### config.mk
export PLATFORM = sky130hd
export DESIGN_NAME = branch_resolve
export DESIGN_NICKNAME = d
export VERILOG_FILES = /design/src/rtl/branch_resolve.sv
export SDC_FILE = /design/constraint.sdc
export NUM_CORES = 1
export LEC_CHECK = 0
export CORE_AREA = 2 2 143 145
export CTS_BUF_LIST = sky130_fd_sc_hd__clkbuf_8
export DETAILED_ROUTE_END_ITERATION = 8
export DIE_AREA = 0 0 145 147
export PLACE_DENSITY = 0.74
export SLEW_MARGIN = 20
export SYNTH_ARGS = -nofsm -noshare
export SYNTH_HDL_FRONTEND = slang
export SYNTH_SLANG_ARGS = --single-unit
### constraint.sdc
create_clock -name clk -period 4.4 [get_ports clk]
set_clock_uncertainty 0.05 [all_clocks]
set_input_delay 0.88 -clock clk [delete_from_list [all_inputs] [get_ports clk]]
set_output_delay 0.88 -clock clk [all_outputs]
set_load 0.02 [all_outputs]
### src/rtl/branch_resolve.sv
// ----------------------------------------------------------------------------
// branch_resolve
//
// Execute-stage branch/jump resolution and owner of the fetch PC.
// Each cycle the comparator result and decoded control-flow flags decide
// taken/not-taken. A taken, aligned transfer redirects pc_if, pulses flush_ex
// for one cycle and spends one BUBBLE cycle with fetch_req low. A taken
// transfer to a misaligned target raises exc_misalign and parks in TRAP
// until trap_clr restarts fetch at trap_vec.
//
// Build option:
//   BRANCH_RVC_ALIGN_EN  defined   -> targets need only 16-bit alignment
//                        undefined -> targets need 32-bit alignment
//   The sequential fetch increment is +4 in both builds.
//
// Ports:
//   clk, rst          clock, asynchronous active-high reset
//   valid_de          execute holds a valid instruction
//   is_branch_de      conditional branch
//   is_jal_de         JAL
//   is_jalr_de        JALR
//   jump_state_pre    comparator result (1 = condition true)
//   pc_de             PC of the execute instruction
//   imm_de            sign-extended immediate
//   rs1data_de        JALR base operand
//   fetch_ack         fetch accepted pc_if this cycle
//   trap_clr          leave TRAP
//   trap_vec          restart PC on trap_clr
//   pc_if             registered fetch PC
//   fetch_req         fetch request (high only in RUN)
//   flush_ex          one-cycle squash of younger instructions
//   link_ex           pc_de+4 of the last taken JAL/JALR
//   exc_misalign      misaligned-target trap pending
//   exc_pc            PC of the faulting jump
// ----------------------------------------------------------------------------
module branch_resolve #(
  parameter int               XLEN       = 32,
  parameter logic [XLEN-1:0]  RESET_VECT = '0
) (
  input  logic            clk,
  input  logic            rst,
  input  logic            valid_de,
  input  logic            is_branch_de,
  input  logic            is_jal_de,
  input  logic            is_jalr_de,
  input  logic            jump_state_pre,
  input  logic [XLEN-1:0] pc_de,
  input  logic [XLEN-1:0] imm_de,
  input  logic [XLEN-1:0] rs1data_de,
  input  logic            fetch_ack,
  input  logic            trap_clr,
  input  logic [XLEN-1:0] trap_vec,
  output logic [XLEN-1:0] pc_if,
  output logic            fetch_req,
  output logic            flush_ex,
  output logic [XLEN-1:0] link_ex,
  output logic            exc_misalign,
  output logic [XLEN-1:0] exc_pc
);

  typedef enum logic [1:0] {
    RUN    = 2'd0,
    BUBBLE = 2'd1,
    TRAP   = 2'd2
  } state_t;

  localparam logic [XLEN-1:0] INSN_BYTES = XLEN'(4);

  state_t          state;
  logic            taken_p0;
  logic            is_link_p0;
  logic            misaligned_p0;
  logic [XLEN-1:0] jalr_sum_p0;
  logic [XLEN-1:0] target_p0;

  function automatic logic is_misaligned(input logic [XLEN-1:0] addr);
`ifdef BRANCH_RVC_ALIGN_EN
    return addr[0];
`else
    return |addr[1:0];
`endif
  endfunction

  // Stage p0: combinational decision on the current execute instruction
  always_comb begin
    taken_p0      = valid_de & (is_jal_de | is_jalr_de | (is_branch_de & jump_state_pre));
    is_link_p0    = is_jal_de | is_jalr_de;
    jalr_sum_p0   = rs1data_de + imm_de;
    target_p0     = pc_de + imm_de;
    if (is_jalr_de) begin
      target_p0 = {jalr_sum_p0[XLEN-1:1], 1'b0};
    end
    misaligned_p0 = is_misaligned(target_p0);
  end

  // Stage p1: all architectural effects registered at the next edge
  always_ff @(posedge clk or posedge rst) begin
    if (rst) begin
      state        <= RUN;
      pc_if        <= RESET_VECT;
      fetch_req    <= 1'b1;
      flush_ex     <= 1'b0;
      link_ex      <= '0;
      exc_misalign <= 1'b0;
      exc_pc       <= '0;
    end else begin
      flush_ex <= 1'b0;
      case (state)
        RUN: begin
          if (taken_p0) begin
            // A redirect or trap takes priority over a same-edge fetch_ack.
            flush_ex  <= 1'b1;
            fetch_req <= 1'b0;
            if (is_link_p0) begin
              link_ex <= pc_de + INSN_BYTES;
            end
            if (misaligned_p0) begin
              exc_misalign <= 1'b1;
              exc_pc       <= pc_de;
              state        <= TRAP;
            end else begin
              pc_if <= target_p0;
              state <= BUBBLE;
            end
          end else if (fetch_ack) begin
            pc_if <= pc_if + INSN_BYTES;
          end
        end
        BUBBLE: begin
          fetch_req <= 1'b1;
          state     <= RUN;
        end
        TRAP: begin
          if (trap_clr) begin
            pc_if        <= trap_vec;
            exc_misalign <= 1'b0;
            fetch_req    <= 1'b1;
            state        <= RUN;
          end
        end
        default: begin
          fetch_req <= 1'b1;
          state     <= RUN;
        end
      endcase
    end
  end

endmodule
==> implementation parameters, run 1 <==
Parameter                              Value

Yosys
  Proportion of synthesized chip area in sequential cells ... 28.8%
  Cell area after synthesis ... 0.00878 mm^2
  Post-synth top flop ... sky130_fd_sc_hd__dfrtp_1
  Synth Area per Inst ... 8.09 um^2
  Post-synthesis cell count ... 1,086
  Synthesis-stage register bit count ... 101
  Post-Synthesis Net Count ... 1,288
  Synth warnings ... 0
  Number of library cell types mapped by synthesis ... 64
  Number of enable-type register cells in the synthesized netlist ... 0
  Ys async rst share ... 100%

Min path
  Worst min-delay path category ... reg2reg

Critical path
  Cell family contributing the most delay on the critical path ... compound AO/OA/AOI/OAI gates
  Path type of the worst setup path ... in2reg
  Critical path startpoint category ... input pin
  WP data required ... 4.67 ns
  Data arrival time of the critical path ... 3.98 ns
  Most frequent cell on the critical path ... sky130_fd_sc_hd__o21ai_0
  Slowest stage cell on the critical path ... sky130_fd_sc_hd__fa_1
  Chain of cells forming the critical path ... clkdlybuf4s50_1 -> ha_1 -> inv_1 -> fa_1 -> nand2b_1 -> nor2_1 -> a211oi_1 -> o31ai_1 -> nor2b_1 -> buf_4 -> nand2_1 -> o21ai_0 -> o221ai_1 -> o21ai_0
  Crit-path max FO ... 22
  Slowest stage delay, CP ... 0.51 ns
  Total buffers and inverters traversed by the critical path ... 3
  CP Capture Type ... flop

Pwr
  Combinational share of power ... 56.9%
  Pwr per Cell Area ... 469 mW/mm^2
  Leak pwr ... 4.79 nW
  Worst IR drop on VDD ... 326 uV
  Clock Power Share ... 12.0%
  Switching power summed over all nets ... 2.37 mW
  Sw Ratio ... 43.4%
  Cell internal power dissipation ... 3.09 mW
  Fraction of power consumed by sequential logic ... 31.1%

Place
  Standard cell area after detailed placement ... 0.0115 mm^2
  Weighted congestion at the end of routability-driven global placement ... 0.961
  Number of buffers added on ports ... 235
  Total instance count after detailed placement ... 1,560
  Estimated wirelength of the detail-placed design ... 23,700 um

Global routing
  Pin count of the biggest net entering global routing ... 65
  Remaining global-route overflow ... 0
  Number of global-route vias before repair ... 8,846
  Number of antenna violations at the first check in global routing ... 0
  Global Route Usage Sum ... 28.1%
  Global-route wire length before repair ... 48,400 um

Layout
  Fraction of layout instances using a drive strength above 1 ... 6.36%
  Commonest non-fill, non-tap cells in the layout ... 234 x sky130_fd_sc_hd__clkdlybuf4s50_1, 134 x sky130_fd_sc_hd__nand2_1, 100 x sky130_fd_sc_hd__dfrtp_1
  Post-route cell area ... 0.0117 mm^2
  Filler cells ... 1,861
  Final Non-Filler Cells ... 1,576
  NumNets Final ... 1,503
  ANT cells ... 0
  Share of the core filled with cells ... 58.8%
  Most common cell after layout, fill and taps aside ... sky130_fd_sc_hd__clkdlybuf4s50_1
  Synth-to-layout area growth ... 32.8%

STA
  RSZ-0062 raised after global routing ... false
  Number of hold violations in the final report ... 0
  Final cycle utilization of the critical path ... 84.4%
  Worst slew slack as a fraction of its limit ... 58.5%
  Maximum clock frequency ... 269 MHz
  Final setup violation count ... 0
  Transition time at the pin with the least slew margin ... 0.619 ns
  Fin crit period ... 3.71 ns
  Final sum of negative setup slack ... 0 ns
  Number of max-slew violations in the final report ... 0

Clocking
  CTS tree ... done
  Number of levels in the clock H-tree ... 3
  Clock latency at the later pin of the worst-skew pair ... 0.39 ns
  Resize count post-CTS ... 0
  Root Buffer ... sky130_fd_sc_hd__clkbuf_8
  Sinks on Clock Net ... 101
  Number of post-CTS setup repair buffers ... 0
  Clock Tree Buf Depth ... 2
  Num CTS Buffers ... 9
  Number of hold-repair buffers added at the cts stage ... 0
  Clock transition at the register clock pins on the worst setup and hold paths after CTS ... 0.11 ns

Route
  Post-detailed-route wirelength per cell ... 19.0 um
  Initial detailed-routing violation count ... 866
  DRC violation count after routing ... 0
  Detailed-routing iteration count for the pre-antenna-repair pass ... 6
  Vias per Instance ... 5.80
  Antenna Violating Nets Remaining ... 0
  Routed WL ... 29,900 um
  Detailed-route via count ... 9,145

Die
  Standard cell core area ... 0.0198 mm^2
  X dimension of the die ... 145 um
  Number of placement rows ... 52
  Count of boundary I/O pins ... 236
  Die Footprint ... 0.0213 mm^2
  Vertical die dimension ... 147 um
  Initial cell density of the core ... 44.2%

Status
  Outcome ... finished clean

Job
  Max-cap violation count ... 0
## sequential cells by signal (all words and copies together) (netlist names)
name,cells
state,2
pc_if,32
exc_pc,32
fetch_req,1
flush_ex,1
exc_misalign,1
link_ex,32
## worst reg2reg max path: stages (launching register included)
cell and delay, ns:
sky130_fd_sc_hd__dfrtp_1 0.55, sky130_fd_sc_hd__inv_1 0.10, sky130_fd_sc_hd__nor2_1 0.47, sky130_fd_sc_hd__nor2_1 0.29, sky130_fd_sc_hd__buf_4 0.27, sky130_fd_sc_hd__o21ai_0 0.08
sky130_fd_sc_hd__nand2_1 0.07, sky130_fd_sc_hd__o21ai_0 0.24, sky130_fd_sc_hd__o221ai_1 0.19, sky130_fd_sc_hd__o21ai_0 0.19
## area by class of cell
type,count,area (um^2),area share (%)
multi-input cells,916,6000,51.4
well taps,270,338,2.90
flip-flops and latches,101,2530,21.7
clock buffers,11,151,1.30
repair buffers,257,2520,21.6
clock inverters,5,60.1,0.515
inverters,16,62.6,0.536
## per-layer routing
layer  vias to the layer above  GRT usage (%)  share of wire (%)
met5                         -              0                  0
met4                         0           8.42                2.5
met3                        49           5.16                7.3
met2                       388           46.0                 46
met1                      4283           37.9                 44
li1                       4425              -                  -
## power groups by stage
| stage | sequential, mW | combinational (mW) | clock [mW] |
|---|---|---|---|
| after floorplan | 2.15 | 1.22 | 0 |
| after global placement | 1.69 | 3.07 | 0 |
| after detailed placement | 1.71 | 3.10 | 0 |
| after CTS | 1.69 | 3.11 | 0.679 |
| after global routing | 1.76 | 3.35 | 0.706 |
| final | 1.70 | 3.11 | 0.657 |
## metrics by stage
step	hold WS [ns]	total power, mW	setup WS (ns)
finish	0.434	5.47	0.685
floorplan	0.491	3.37	0.825
detailed placement	0.419	4.81	0.318
global placement	0.410	4.76	0.395
global route	0.467	5.82	0.346
CTS	0.442	5.48	0.706
## logic make-up (layout without fill, tap and decap cells)
family          count (synthesis)  after routing  share of synthesized area [%]
flops                         101            101                           28.8
xor+xnor                       88             88                           8.78
compound gates                350            350                           25.0
fa+ha+maj                      65             65                           9.43
buf+inv                        69            289                           2.95
simple gates                  375            375                           20.2
mux                            38             38                           4.83
## cell usage after synthesis (all sizes together), types with 6 or more instances
library cell	instances	share of area, %
a211oi	9	0.77
a21boi	9	0.81
a21o	25	2.1
a21oi	94	5.4
a311oi	6	0.60
a31oi	16	1.1
and2	12	0.85
and3	19	1.4
clkbuf	50	2.1
dfrtp	100	28
ha	63	9.0
inv	15	0.64
mux2	35	4.5
nand2	134	5.7
nand2b	16	1.1
nand3	33	1.9
nand4	24	1.7
nor2	77	3.3
nor2b	8	0.57
nor3	24	1.4
o211ai	6	0.51
o21a	8	0.68
o21ai	99	5.6
o21bai	8	0.68
o221ai	11	1.1
o22ai	17	1.2
or3	10	0.71
xnor2	37	3.7
xor2	51	5.1
## path summary, 6_finish.rpt
check / from / endpoint / slack, ns / cells past startpoint
min in group asynchronous: rst / exc_pc[18] / 0.82 / 2
worst max-delay path: imm_de[0] / pc_if[16] / 0.69 / 14
worst min-delay path: link_ex[9] / link_ex[9] / 0.43 / 2
max in group asynchronous: rst / fetch_req / 2.69 / 3
worst max register to register: state[1] / pc_if[16] / 1.83 / 9
worst min register to register: link_ex[9] / link_ex[9] / 0.43 / 2
Note: power is estimated with default switching activity, not from simulation.
==> run 2, diff against run 1 <==
--- a/config.mk
+++ b/config.mk
@@ -9,7 +9,7 @@
 export CTS_BUF_LIST = sky130_fd_sc_hd__clkbuf_8
 export DETAILED_ROUTE_END_ITERATION = 8
 export DIE_AREA = 0 0 145 147
-export PLACE_DENSITY = 0.74
+export PLACE_DENSITY = 0.77
 export SLEW_MARGIN = 20
 export SYNTH_ARGS = -nofsm -noshare
 export SYNTH_HDL_FRONTEND = slang
==> constraint.sdc (replaced) <==
create_clock -name clk -period 3 [get_ports clk]
set_clock_uncertainty 0.05 [all_clocks]
set_input_delay 0.6 -clock clk [delete_from_list [all_inputs] [get_ports clk]]
set_output_delay 0.6 -clock clk [all_outputs]
set_load 0.02 [all_outputs]
==> run 2 against run 1 <==
  * First-iteration DRC count fell by 5.2%
  * Non-clock buffer count increased by 215
  * Routed wire length up 12%
  * Hold slack improved by 0.0042 ns
  * Design area increased by 19%
  * Largest power group unchanged
  * Clock-buffer cell count down 2
==> implementation parameters, run 2 (synthesis results as in run 1) <==
Parameter                              Value

Pwr
  Sum of internal, switching and leakage power ... 8.65 mW
  Cell internal power dissipation ... 4.91 mW
  Fraction of power consumed by sequential logic ... 29.1%
  Switching power summed over all nets ... 3.74 mW
  Worst IR drop on VDD ... 512 uV
  Sw Ratio ... 43.2%
  Combinational share of power ... 59.6%
  Leak pwr ... 6.06 nW
  Pwr per Cell Area ... 622 mW/mm^2
  Clock Power Share ... 11.4%

Critical path
  CP Capture Type ... flop
  Slowest stage cell on the critical path ... sky130_fd_sc_hd__clkdlybuf4s50_1
  Cell family contributing the most delay on the critical path ... compound AO/OA/AOI/OAI gates
  Data arrival time of the critical path ... 3.27 ns
  Total buffers and inverters traversed by the critical path ... 1
  Critical path startpoint category ... input pin
  Crit-path max FO ... 4
  Slowest stage delay, CP ... 0.45 ns
  Chain of cells forming the critical path ... clkdlybuf4s50_1 -> ha_1 -> nand2_1 -> o21a_1 -> o41a_1 -> or3_1 -> a21boi_2 -> xor2_1 -> nor2_1 -> o41ai_2
  WP data required ... 3.28 ns
  Path type of the worst setup path ... in2reg

Die
  Number of placement rows ... 52
  Standard cell core area ... 0.0198 mm^2
  Die Footprint ... 0.0213 mm^2
  Count of boundary I/O pins ... 236
  Initial cell density of the core ... 44.2%
  Vertical die dimension ... 147 um
  X dimension of the die ... 145 um

STA
  Number of max-slew violations in the final report ... 0
  RSZ-0062 raised after global routing ... true
  Final setup violation count ... 0
  Number of hold violations in the final report ... 0
  Transition time at the pin with the least slew margin ... 0.643 ns
  Worst slew slack as a fraction of its limit ... 57.0%
  Post-route worst hold slack ... 0.438 ns
  Maximum clock frequency ... 334 MHz
  Final cycle utilization of the critical path ... 99.7%
  Fin crit period ... 2.99 ns

Status
  Outcome ... finished clean

Clocking
  Root Buffer ... sky130_fd_sc_hd__clkbuf_8
  Number of levels in the clock H-tree ... 3
  Clock Tree Buf Depth ... 2
  Num CTS Buffers ... 9
  Sinks on Clock Net ... 101
  Clock transition at the register clock pins on the worst setup and hold paths after CTS ... 0.13 ns
  CTS tree ... done
  Clock latency at the later pin of the worst-skew pair ... 0.42 ns

Layout
  Synth-to-layout area growth ... 58.3%
  Regs by FF count ... exc_pc (32), link_ex (32), pc_if (32)
  Most common cell after layout, fill and taps aside ... sky130_fd_sc_hd__buf_4
  Fraction of layout instances using a drive strength above 1 ... 24.1%
  Commonest non-fill, non-tap cells in the layout ... 230 x sky130_fd_sc_hd__buf_4, 213 x sky130_fd_sc_hd__clkdlybuf4s50_1, 133 x sky130_fd_sc_hd__nand2_1
  NumNets Final ... 1,718

Place
  Weighted congestion at the end of routability-driven global placement ... 0.976
  Estimated wirelength of the detail-placed design ... 26,100 um
  Number of buffers added on ports ... 235

Route
  Routed WL ... 33,600 um
  Detailed-routing iteration count for the pre-antenna-repair pass ... 6
  Post-detailed-route wirelength per cell ... 18.7 um
  Initial detailed-routing violation count ... 821
  Antenna Violating Nets Remaining ... 0
  Detailed-route via count ... 10,200
  DRC violation count after routing ... 0
  Vias per Instance ... 5.69

Global routing
  Remaining global-route overflow ... 0
  Number of antenna violations at the first check in global routing ... 1
  Pin count of the biggest net entering global routing ... 63
  Global-route wire length before repair ... 51,400 um
  Global Route Usage Sum ... 30.1%
  Number of global-route vias before repair ... 9,875

Job
  Max-cap violation count ... 0

Min path
  Worst min-delay path category ... reg2reg
-- run 2: cell count changes in the layout (fill, tap and decap cells not counted), sizes merged --
cell and change:
inv +2, clkinv -2, diode +1, dlymetal6s2s +17
clkdlybuf4s50 -21, buf +215, clkdlybuf4s15 +1, clkbuf -2
dlygate4sd2 +3, clkinvlp +2
-- run 2: stage by stage --
| step | TNS, ns | instances | utilization, % | cell area (um^2) | setup slack (ns) |
|---|---|---|---|---|---|
| after floorplan | 0 | 1086 | - | 8780 | 0.0752 |
| after global placement | -19.25 | 1768 | 65.9 | 13100 | -0.637 |
| after detailed placement | -21.72 | 1768 | 65.9 | 13100 | -0.697 |
| after CTS | 0 | 1788 | 67.5 | 13400 | 0.00396 |
| after global routing | -0.181 | 1792 | 70.0 | 13900 | -0.0515 |
| final | 0 | 1792 | 70.0 | 13900 | 0.00853 |
-- run 2: final timing paths --
check,slack (ns),end,cells past startpoint,startpoint
setup / recovery,0.009,pc_if[19],10,imm_de[3]
hold / removal,0.44,link_ex[19],2,link_ex[19]
setup reg to reg,0.45,pc_if[22],10,pc_if[2]
hold reg to reg,0.44,link_ex[19],2,link_ex[19]
max in group asynchronous,2.00,fetch_req,3,rst
min in group asynchronous,0.60,link_ex[5],3,rst
-- run 2: layout make-up --
| class | instances | area, um^2 |
|---|---|---|
| inverter | 16 | 65.1 |
| multi-input combinational | 916 | 6520 |
| clock inverter | 7 | 81.3 |
| fill | 1550 | 5940 |
| antenna | 1 | 2.50 |
| clock buffer | 9 | 124 |
| timing repair buffer | 472 | 4240 |
| sequential | 101 | 2530 |
| tap | 270 | 338 |
-- run 2: layer usage --
layer	share of wire, %	track usage (%)	vias up
met4	3.8	13.2	0
met3	7.6	5.22	71
li1	-	-	4865
met5	0	0	-
met1	42	38.6	4804
met2	47	50.2	459
-- run 2: power groups by stage --
| stage | Combinational, mW | Sequential (mW) | Clock (mW) |
|---|---|---|---|
| after global placement | 4.86 | 2.50 | 0 |
| after CTS | 4.99 | 2.50 | 0.997 |
| after global routing | 5.49 | 2.59 | 1.04 |
| after floorplan | 1.79 | 3.15 | 0 |
| final | 5.15 | 2.51 | 0.986 |
| after detailed placement | 4.93 | 2.53 | 0 |
-- run 2: worst min-delay path, stage by stage (launching register included) --
cell	delay, ns
sky130_fd_sc_hd__dfrtp_1	0.35
sky130_fd_sc_hd__nand2_1	0.04
sky130_fd_sc_hd__o21ai_0	0.06
-- run 2: what timing repair did --
item | in CTS | in global routing
pin swaps | 10 | 24
hold buffers | 0 | 0
setup endpoints to repair | 25 | 18
setup buffers | 4 | 3
gates resized for setup | 28 | 82
==> run 3, diff against run 2 <==
--- a/config.mk
+++ b/config.mk
@@ -10,6 +10,7 @@
 export DETAILED_ROUTE_END_ITERATION = 8
 export DIE_AREA = 0 0 145 147
 export PLACE_DENSITY = 0.77
+export SETUP_SLACK_MARGIN = 0.1
 export SLEW_MARGIN = 20
 export SYNTH_ARGS = -nofsm -noshare
 export SYNTH_HDL_FRONTEND = slang
==> run 3 against run 2 <==
  * Worst setup slack improved by 0.13 ns
  * Global-route usage increased by 0.14 points
  * Cell count about the same
  * Combinational power increased by 2%
  * Total power increased by 2.3%
  * Non-clock buffer count increased by 2
  * Die area unchanged
  * Via count increased by 0.50%
  * Clock power increased by 12%
  * Core utilization increased by 2.0 points
  * Critical path type unchanged
  * Largest cell class unchanged
==> implementation parameters, run 3 (synthesis results as in run 1) <==
Parameter                              Value

Die
  X dimension of the die ... 145 um
  Vertical die dimension ... 147 um
  Standard cell core area ... 0.0198 mm^2
  Number of placement rows ... 52
  Initial cell density of the core ... 44.2%
  Die Footprint ... 0.0213 mm^2
  Count of boundary I/O pins ... 236

Critical path
  Capture point of the worst reg-to-reg path ... pc_if[18]
  Critical path startpoint category ... input pin
  Register-to-register path setup slack ... 0.41 ns
  Path type of the worst setup path ... in2reg
  CP Capture Type ... flop
  Crit-path max FO ... 5
  Endpoint of the most critical setup path ... pc_if[26]
  Data arrival time of the critical path ... 3.13 ns
  Source of the critical timing path ... imm_de[19]
  Launching point of the worst reg2reg path ... state[1]
  WP data required ... 3.26 ns
  Number of cells traversed by the worst register-to-register path ... 8

STA
  RSZ-0062 raised after global routing ... true
  Number of max-slew violations in the final report ... 0
  Setup slack after layout ... 0.134 ns
  Transition time at the pin with the least slew margin ... 0.895 ns
  Fin crit period ... 2.87 ns
  Number of hold violations in the final report ... 0
  Final setup violation count ... 0
  Final cycle utilization of the critical path ... 95.5%
  Maximum clock frequency ... 349 MHz
  Worst slew slack as a fraction of its limit ... 40.1%

Clocking
  Root Buffer ... sky130_fd_sc_hd__clkbuf_8
  CTS tree ... done
  Num CTS Buffers ... 9
  Number of levels in the clock H-tree ... 3
  Number of hold-repair buffers added at the cts stage ... 0
  Clock Tree Buf Depth ... 2
  Clock latency at the later pin of the worst-skew pair ... 0.42 ns
  Sinks on Clock Net ... 101
  Clock transition at the register clock pins on the worst setup and hold paths after CTS ... 0.13 ns

Layout
  NumNets Final ... 1,720
  ANT cells ... 0
  Commonest non-fill, non-tap cells in the layout ... 231 x sky130_fd_sc_hd__buf_4, 194 x sky130_fd_sc_hd__clkdlybuf4s50_1, 130 x sky130_fd_sc_hd__nand2_1
  Final Non-Filler Cells ... 1,793
  Synth-to-layout area growth ... 62.9%
  Regs by FF count ... exc_pc (32), link_ex (32), pc_if (32)
  Fraction of layout instances using a drive strength above 1 ... 27.1%
  Most common cell after layout, fill and taps aside ... sky130_fd_sc_hd__buf_4

Pwr
  Clock Power Share ... 12.4%
  Combinational share of power ... 59.1%
  Worst IR drop on VDD ... 437 uV
  Cell internal power dissipation ... 5.07 mW
  Leak pwr ... 6.28 nW
  Fraction of power consumed by sequential logic ... 28.5%
  Switching power summed over all nets ... 3.78 mW
  Pwr per Cell Area ... 619 mW/mm^2
  Sw Ratio ... 42.7%

Global routing
  Remaining global-route overflow ... 0
  Number of global-route vias before repair ... 9,941
  Pin count of the biggest net entering global routing ... 102
  Global Route Usage Sum ... 30.3%
  Global-route wire length before repair ... 52,100 um
  Number of antenna violations at the first check in global routing ... 0

Route
  Vias per Instance ... 5.72
  Detailed-routing iteration count for the pre-antenna-repair pass ... 7
  Initial detailed-routing violation count ... 814
  Post-detailed-route wirelength per cell ... 19.2 um
  DRC violation count after routing ... 0
  Antenna Violating Nets Remaining ... 0
  Routed WL ... 34,400 um
  Detailed-route via count ... 10,300

Place
  Estimated wirelength of the detail-placed design ... 25,800 um
  Worst slack at placement ... -0.643 ns
  Number of buffers added on ports ... 235
  Weighted congestion at the end of routability-driven global placement ... 0.969
  Total instance count after detailed placement ... 1,763

Min path
  Worst min-delay path category ... reg2reg

Status
  Outcome ... finished clean

Job
  Max-cap violation count ... 0
-- run 3: worst min-delay path by stage --
| stage | from | to | slack (ns) | cells after the start |
|---|---|---|---|---|
| finish | link_ex[15] | link_ex[15] | 0.44 | 2 |
| CTS | link_ex[19] | link_ex[19] | 0.44 | 2 |
| global route | pc_de[0] | link_ex[0] | 0.45 | 2 |
| detailed placement | link_ex[19] | link_ex[19] | 0.42 | 2 |
| floorplan | fetch_req | fetch_req | 0.49 | 2 |
| global placement | link_ex[20] | link_ex[20] | 0.41 | 2 |
-- run 3: stage by stage --
step	util (%)	area [um^2]	total power [mW]	TNS, ns	hold WS, ns
global placement	65.6	13000	7.31	-20.73	0.411
CTS	68.3	13600	8.64	0	0.442
floorplan	-	8790	4.94	0	0.491
finish	72.1	14300	8.85	0	0.438
detailed placement	65.6	13000	7.41	-23.31	0.419
global route	72.1	14300	9.33	-0.00217	0.448
-- run 3: area by class of cell --
| cell class | instances | area [um^2] |
|---|---|---|
| Multi-Input combinational cell | 916 | 6840 |
| Tap cell | 270 | 338 |
| Fill cell | 1504 | 5540 |
| Clock inverter | 5 | 88.8 |
| Clock buffer | 11 | 151 |
| Inverter | 16 | 68.8 |
| Sequential cell | 101 | 2530 |
| Timing Repair Buffer | 474 | 4280 |
-- run 3: power groups by stage --
stage                     combinational [mW]  sequential [mW]  clock (mW)
final                                   5.23             2.52        1.10
after global routing                    5.57             2.60        1.16
after CTS                               5.03             2.51        1.11
after detailed placement                4.88             2.53           0
after global placement                  4.81             2.50           0
after floorplan                         1.79             3.15           0
-- run 3: per-layer routing --
layer / part of all wire (%) / vias up / wire, um / track usage, %
li1: - / 4868 / - / -
met1: 42 / 4902 / 14600 / 39.9
met2: 48 / 415 / 16500 / 49.9
met3: 6.7 / 65 / 2310 / 6.34
met4: 3.1 / 0 / 1080 / 9.80
met5: 0 / - / 0 / 0
-- run 3: timing repair --
| action | in CTS | in global routing |
|---|---|---|
| buffers inserted | 6 | 8 |
| pin swaps | 23 | 47 |
| setup endpoints to repair | 27 | 27 |
| resized for setup | 70 | 126 |
-- run 3: critical path, cell delays in order --
cell and delay (ns):
sky130_fd_sc_hd__clkdlybuf4s50_1 0.58, sky130_fd_sc_hd__ha_4 0.25, sky130_fd_sc_hd__a21o_1 0.20, sky130_fd_sc_hd__a21o_1 0.20, sky130_fd_sc_hd__a21oi_1 0.25, sky130_fd_sc_hd__a21oi_1 0.09
sky130_fd_sc_hd__o21ba_2 0.28, sky130_fd_sc_hd__nand2_1 0.08, sky130_fd_sc_hd__xor2_1 0.17, sky130_fd_sc_hd__a32oi_1 0.29, sky130_fd_sc_hd__o21ai_0 0.12
